`src/rtl/mux8_arb_pkg.sv`:
```
// Shared types and constants for the 8-way round-robin mux arbiter.
//   N      : number of requesters (matches the 8:1 mux width)
//   SEL_W  : width of the encoded mux select
//   arb_state_t : arbiter FSM states
//   req_vec_t   : one bit per requester
package mux8_arb_pkg;
    localparam int unsigned N     = 8;
    localparam int unsigned SEL_W = 3;

    typedef enum logic {IDLE, BUSY} arb_state_t;
    typedef logic [N-1:0] req_vec_t;
endpackage

```
`src/rtl/rr_pick8.sv`:
```
// Circular first-set-bit picker: scans req starting at index start
// (start, start+1, ..., 7, 0, ...) and reports the first set bit.
// Ports:
//   req    in  [7:0]  candidate requests
//   start  in  [2:0]  index where the circular scan begins
//   onehot out [7:0]  one-hot winner, zero when nothing is set
//   idx    out [2:0]  encoded winner, zero when nothing is set
//   any    out        at least one request set
module rr_pick8
    import mux8_arb_pkg::*;
(
    input  logic [N-1:0]     req,
    input  logic [SEL_W-1:0] start,
    output logic [N-1:0]     onehot,
    output logic [SEL_W-1:0] idx,
    output logic             any
);

    logic [2*N-1:0]   dbl;
    logic [N-1:0]     rot;
    logic [SEL_W-1:0] off;
    logic             found;

    // Rotate so that bit 'start' lands at position 0, priority-encode the
    // lowest set bit, then add start back to undo the rotation.
    always_comb begin
        dbl   = {req, req};
        rot   = dbl[{1'b0, start} +: N];
        off   = '0;
        found = 1'b0;
        for (int unsigned i = 0; i < N; i++) begin
            if (rot[i] && !found) begin
                off   = SEL_W'(i);
                found = 1'b1;
            end
        end
        any    = found;
        idx    = found ? SEL_W'(start + off) : '0;
        onehot = found ? (req_vec_t'(1) << idx) : '0;
    end

endmodule

```
`src/rtl/mux8_rr_arbiter.sv`:
```
// Round-robin arbiter sharing an 8:1 single-bit mux between eight
// requesters. The owner keeps the grant while its request stays high, but
// after MAX_HOLD consecutive cycles it is rotated out if anyone else waits.
// Ports:
//   clk   in        rising-edge clock
//   rst   in        synchronous active-high reset
//   req   in  [7:0] request vector, bit i = requester i
//   gnt   out [7:0] registered one-hot grant, zero when idle
//   sel   out [2:0] registered mux select (index of the owner)
//   valid out       registered, high while a grant is active
module mux8_rr_arbiter
    import mux8_arb_pkg::*;
#(
    parameter int unsigned MAX_HOLD = 4
) (
    input  logic             clk,
    input  logic             rst,
    input  logic [N-1:0]     req,
    output logic [N-1:0]     gnt,
    output logic [SEL_W-1:0] sel,
    output logic             valid
);

    arb_state_t       state_q, state_d;
    logic [SEL_W-1:0] ptr_q, ptr_d;
    logic [3:0]       hold_q, hold_d;
    logic [N-1:0]     gnt_d;
    logic [SEL_W-1:0] sel_d;
    logic             valid_d;

    logic [N-1:0]     pick_onehot;
    logic [SEL_W-1:0] pick_idx;
    logic             pick_any;
    logic             own;
    logic             take_new;

    // ptr always equals owner+1 while BUSY, so a single picker scanning
    // req & ~gnt from ptr serves both the idle pick and the next-after-owner
    // pick; masking with ~gnt makes pick_any mean "others pending".
    rr_pick8 u_pick (
        .req    (req & ~gnt),
        .start  (ptr_q),
        .onehot (pick_onehot),
        .idx    (pick_idx),
        .any    (pick_any)
    );

    assign own = |(req & gnt);

    always_comb begin
        state_d  = state_q;
        ptr_d    = ptr_q;
        hold_d   = hold_q;
        gnt_d    = gnt;
        sel_d    = sel;
        valid_d  = valid;
        take_new = 1'b0;

        case (state_q)
            IDLE: begin
                if (pick_any) take_new = 1'b1;
            end
            BUSY: begin
                if (!own) begin
                    if (pick_any) begin
                        take_new = 1'b1;
                    end else begin
                        state_d = IDLE;
                        gnt_d   = '0;
                        valid_d = 1'b0;
                        hold_d  = '0;
                    end
                end else if (hold_q < 4'(MAX_HOLD)) begin
                    hold_d = hold_q + 4'd1;
                end else if (pick_any) begin
                    take_new = 1'b1;
                end
            end
            default: state_d = IDLE;
        endcase

        if (take_new) begin
            state_d = BUSY;
            gnt_d   = pick_onehot;
            sel_d   = pick_idx;
            valid_d = 1'b1;
            hold_d  = 4'd1;
            ptr_d   = pick_idx + SEL_W'(1);
        end
    end

    always_ff @(posedge clk) begin
        if (rst) begin
            state_q <= IDLE;
            ptr_q   <= '0;
            hold_q  <= '0;
            gnt     <= '0;
            sel     <= '0;
            valid   <= 1'b0;
        end else begin
            state_q <= state_d;
            ptr_q   <= ptr_d;
            hold_q  <= hold_d;
            gnt     <= gnt_d;
            sel     <= sel_d;
            valid   <= valid_d;
        end
    end

endmodule

```
`config.mk`:
```
export PLATFORM = sky130hd
export DESIGN_NAME = mux8_rr_arbiter
export DESIGN_NICKNAME = d
export VERILOG_FILES = /design/src/rtl/mux8_arb_pkg.sv /design/src/rtl/rr_pick8.sv /design/src/rtl/mux8_rr_arbiter.sv
export SDC_FILE = /design/constraint.sdc
export NUM_CORES = 1
export LEC_CHECK = 0
export BUFFER_PORTS_ARGS = -buffer_cell sky130_fd_sc_hd__buf_2
export CAP_MARGIN = 0
export CORE_AREA = 2 2 60 62
export DETAILED_ROUTE_END_ITERATION = 10
export DIE_AREA = 0 0 62 64
export HOLD_SLACK_MARGIN = 0.06
export MAX_ROUTING_LAYER = met4
export PLACE_DENSITY = 0.75
export SLEW_MARGIN = 0
export SYNTH_ARGS = -nofsm -noshare
export SYNTH_HDL_FRONTEND = slang
export SYNTH_SLANG_ARGS = --single-unit
```
`constraint.sdc`:
```
create_clock -name clk -period 3.9 [get_ports clk]
set_input_delay 0.39 -clock clk [delete_from_list [all_inputs] [get_ports clk]]
set_output_delay 0.39 -clock clk [all_outputs]
set_load 0.02 [all_outputs]
```
==> impl_metrics.tcl <==
set metrics [dict create \
    hpwl_um 3200 \
    fin_tns_setup_ns -0.00663 \
    r2r_setup_slack_ns -0.007 \
    fp.dieH_um 64 \
    ys.flop_type "dfxtp_1" \
    min_to "valid" \
    track_usage_pct 21.8 \
    grt_pass1_vias 1510 \
    max_freq_mhz 256 \
    dpl_worst_slack_ns -0.145 \
    finalCoreUtilization_pct 61.4 \
    drt_pre_antenna_iters 4 \
    synth_seq_cells 20 \
    timing.rr.end "ptr_q[2]" \
    clkSlewWorstSetupHoldPaths_ns 0.11 \
    synth.distinct_cells 52 \
    synth_async_sr_flop_share_pct 0 \
    slew_headroom_pct 57.3 \
    status "complete, but fails checks" \
    ys_seq_area_share_pct 24.0 \
    whs_ns 0.466 \
    wl_um 4060 \
    syn_area_per_cell_sq_um 9.43 \
    synth_nets 196 \
    grt_overflow 0 \
    power_density_mw_per_mm2 972 \
    drv_cap 0 \
    syn_area_sq_mm 0.00167 \
    p_leak_nw 0.860 \
    htreeDepth 1 \
    drive_above_1_share_pct 36.5 \
    ant_nets 0 \
    num_antenna_cells 0 \
    crit_type "reg -> reg" \
    clk_latency_ns 0.30 \
    synth_edf_count 0 \
    finalHoldViolCount 0 \
    place_area_sq_mm 0.00189 \
    slew_viol_final 0 \
    timing.final.crit_share_pct 100 \
    tightest_slew_ns 0.639 \
    synth_cells 177 \
    stdcell_count 254 \
    post-route-drc-count 0 \
    dp_cells 247 \
    fin_area_sq_mm 0.00202 \
    cts_root_buf "clkbuf_4" \
    min-delay-start "valid" \
    grt_max_degree 25 \
    rows 21 \
    initial_utilization_pct 50.8 \
    holdCritPathClass "reg -> reg" \
    start_kind "flip-flop" \
    clock_skew_ns 0.00140 \
    violations "setup timing" \
    arrival_ns 4.10 \
    via_per_inst 5.98 \
    grt_setup_unrepaired "yes" \
    numCtsBuffers 3 \
    fill_cells 287 \
    io-pin-count 22 \
    grt_pass1_wl_um 6490 \
    gp_congestion 0.938 \
    cts_tree "yes" \
    vias 1519 \
    finalPower_mw 1.96 \
    antenna_found_initial 0 \
    portBuffers 21 \
    dieArea_sq_mm 0.00397 \
    final_nets 228 \
    cp.required_ns 4.10 \
    setup_viol 1 \
    yosysWarningCount 0 \
    clockBufferDepth 2 \
    core_sq_mm 0.00328 \
    hold_depth 2 \
    end_kind "flip-flop" \
    r2r_start "ptr_q[0]" \
    first_iter_violations 120 \
    routedWlPerCell_um 16.0 \
    area_growth_pct 20.9 \
    crit_path_start "ptr_q[0]" \
    fin_crit_ns 3.91 \
    cts_hold_buffers 0 \
    r2r_cells 15 \
    clock_sinks 20 \
    peakVddDrop_mv 0.481 \
    die_w_um 62 \
    setup_ws_ns -0.00663 \
    crit_fanout 13 \
]
flip-flops by register name (all words and copies together), names as in the netlist:
| signal | count |
|---|---|
| state_q | 1 |
| gnt | 8 |
| hold_q | 4 |
| valid | 1 |
| sel | 3 |
| ptr_q | 3 |
logic make-up after synthesis:
kind of cell / count (synthesis) / synth area share, %
AND/OR/NAND/NOR: 75 / 31.9
AO/OA/AOI/OAI: 35 / 14.5
flip-flops: 20 / 24.0
multiplexers: 19 / 16.0
buffers and inverters: 16 / 4.87
adder cells (fa/ha/maj): 9 / 7.20
XOR/XNOR: 3 / 1.57
synthesized netlist by cell type (2+ instances only):
library cell | count | area share [%]
a211oi_1 | 2 | 0.90
a21oi_1 | 7 | 2.1
a22oi_1 | 5 | 2.2
and4b_1 | 3 | 1.8
and4bb_1 | 2 | 1.5
and4bb_2 | 2 | 1.5
buf_1 | 2 | 0.45
buf_2 | 2 | 0.60
buf_6 | 2 | 1.3
clkbuf_1 | 2 | 0.45
dfxtp_1 | 20 | 24
ha_1 | 8 | 6.0
inv_1 | 5 | 1.1
inv_2 | 2 | 0.45
mux2_1 | 3 | 2.0
mux2_4 | 2 | 1.8
mux2i_1 | 8 | 4.8
mux4_2 | 5 | 6.7
nand2_1 | 11 | 2.5
nand2b_1 | 14 | 5.2
nand3b_1 | 2 | 0.90
nor2_1 | 8 | 1.8
nor2b_1 | 9 | 3.4
nor3_1 | 2 | 0.60
nor3b_1 | 3 | 1.3
nor4_1 | 2 | 0.75
nor4b_1 | 3 | 1.6
nor4bb_1 | 3 | 1.8
o21ai_0 | 3 | 0.90
o21ai_1 | 2 | 0.60
o21ai_2 | 4 | 2.1
o22ai_1 | 7 | 2.6
or4_1 | 2 | 0.90
xnor2_1 | 2 | 1.0
where the power goes:
group	internal, mW	switching, mW
Clock	0.104	0.0636
Combinational	0.698	0.748
Sequential	0.270	0.0789
Total	1.07	0.890
routing by layer:
metal	track usage, %	part of all wire, %
met1	26.4	44
met2	36.6	51
met3	2.63	3.5
met4	6.91	0.99
met5	-	0
cell type report:
type | count | area (sq um) | share of cell area [%]
clock inverters | 1 | 30.0 | 1.49
clock buffers | 3 | 22.5 | 1.12
inverters | 7 | 28.8 | 1.43
flip-flops and latches | 20 | 418 | 20.7
well taps | 46 | 57.6 | 2.85
repair buffers | 36 | 218 | 10.8
multi-input cells | 141 | 1240 | 61.6
cells in the final DEF, fill, tap and decap left out, types with 6 or more instances in the layout:
cell type,count
buf_2,21
buf_4,15
nand2b_1,14
dfxtp_1,14
nand2_1,11
nor2b_1,9
mux2i_1,7
nor2_1,7
a21oi_1,7
ha_1,7
o22ai_1,6
worst max-delay path by stage:
stage	end	slack (ns)	cells after the start
2_1_floorplan	ptr_q[2]	0.005	17
3_3_place_gp	ptr_q[2]	0.05	16
3_5_place_dp	ptr_q[2]	-0.14	16
4_1_cts	ptr_q[2]	0.004	15
5_1_grt	ptr_q[2]	-0.16	16
6_report	ptr_q[2]	-0.007	15
what timing repair did:
action | 4_1_cts | 5_1_grt
endpoints found under the setup margin | 5 | 9
resized for setup | 4 | 9
pin swaps | 1 | 3
setup buffers | 1 | 2
worst max-delay path, cell delays in order (launching register included):
cell and delay (ns):
dfxtp_4 0.40, and4bb_1 0.20, or4_1 0.57, mux2i_2 0.22
nand4bb_1 0.18, or3b_4 0.41, o22ai_2 0.10, ha_2 0.18
inv_1 0.04, fa_2 0.37, xor2_4 0.18, xnor2_2 0.21
o21ai_1 0.11, ha_1 0.29, nor2_1 0.04, mux2_1 0.30
Power figures use the tool's default switching activity.
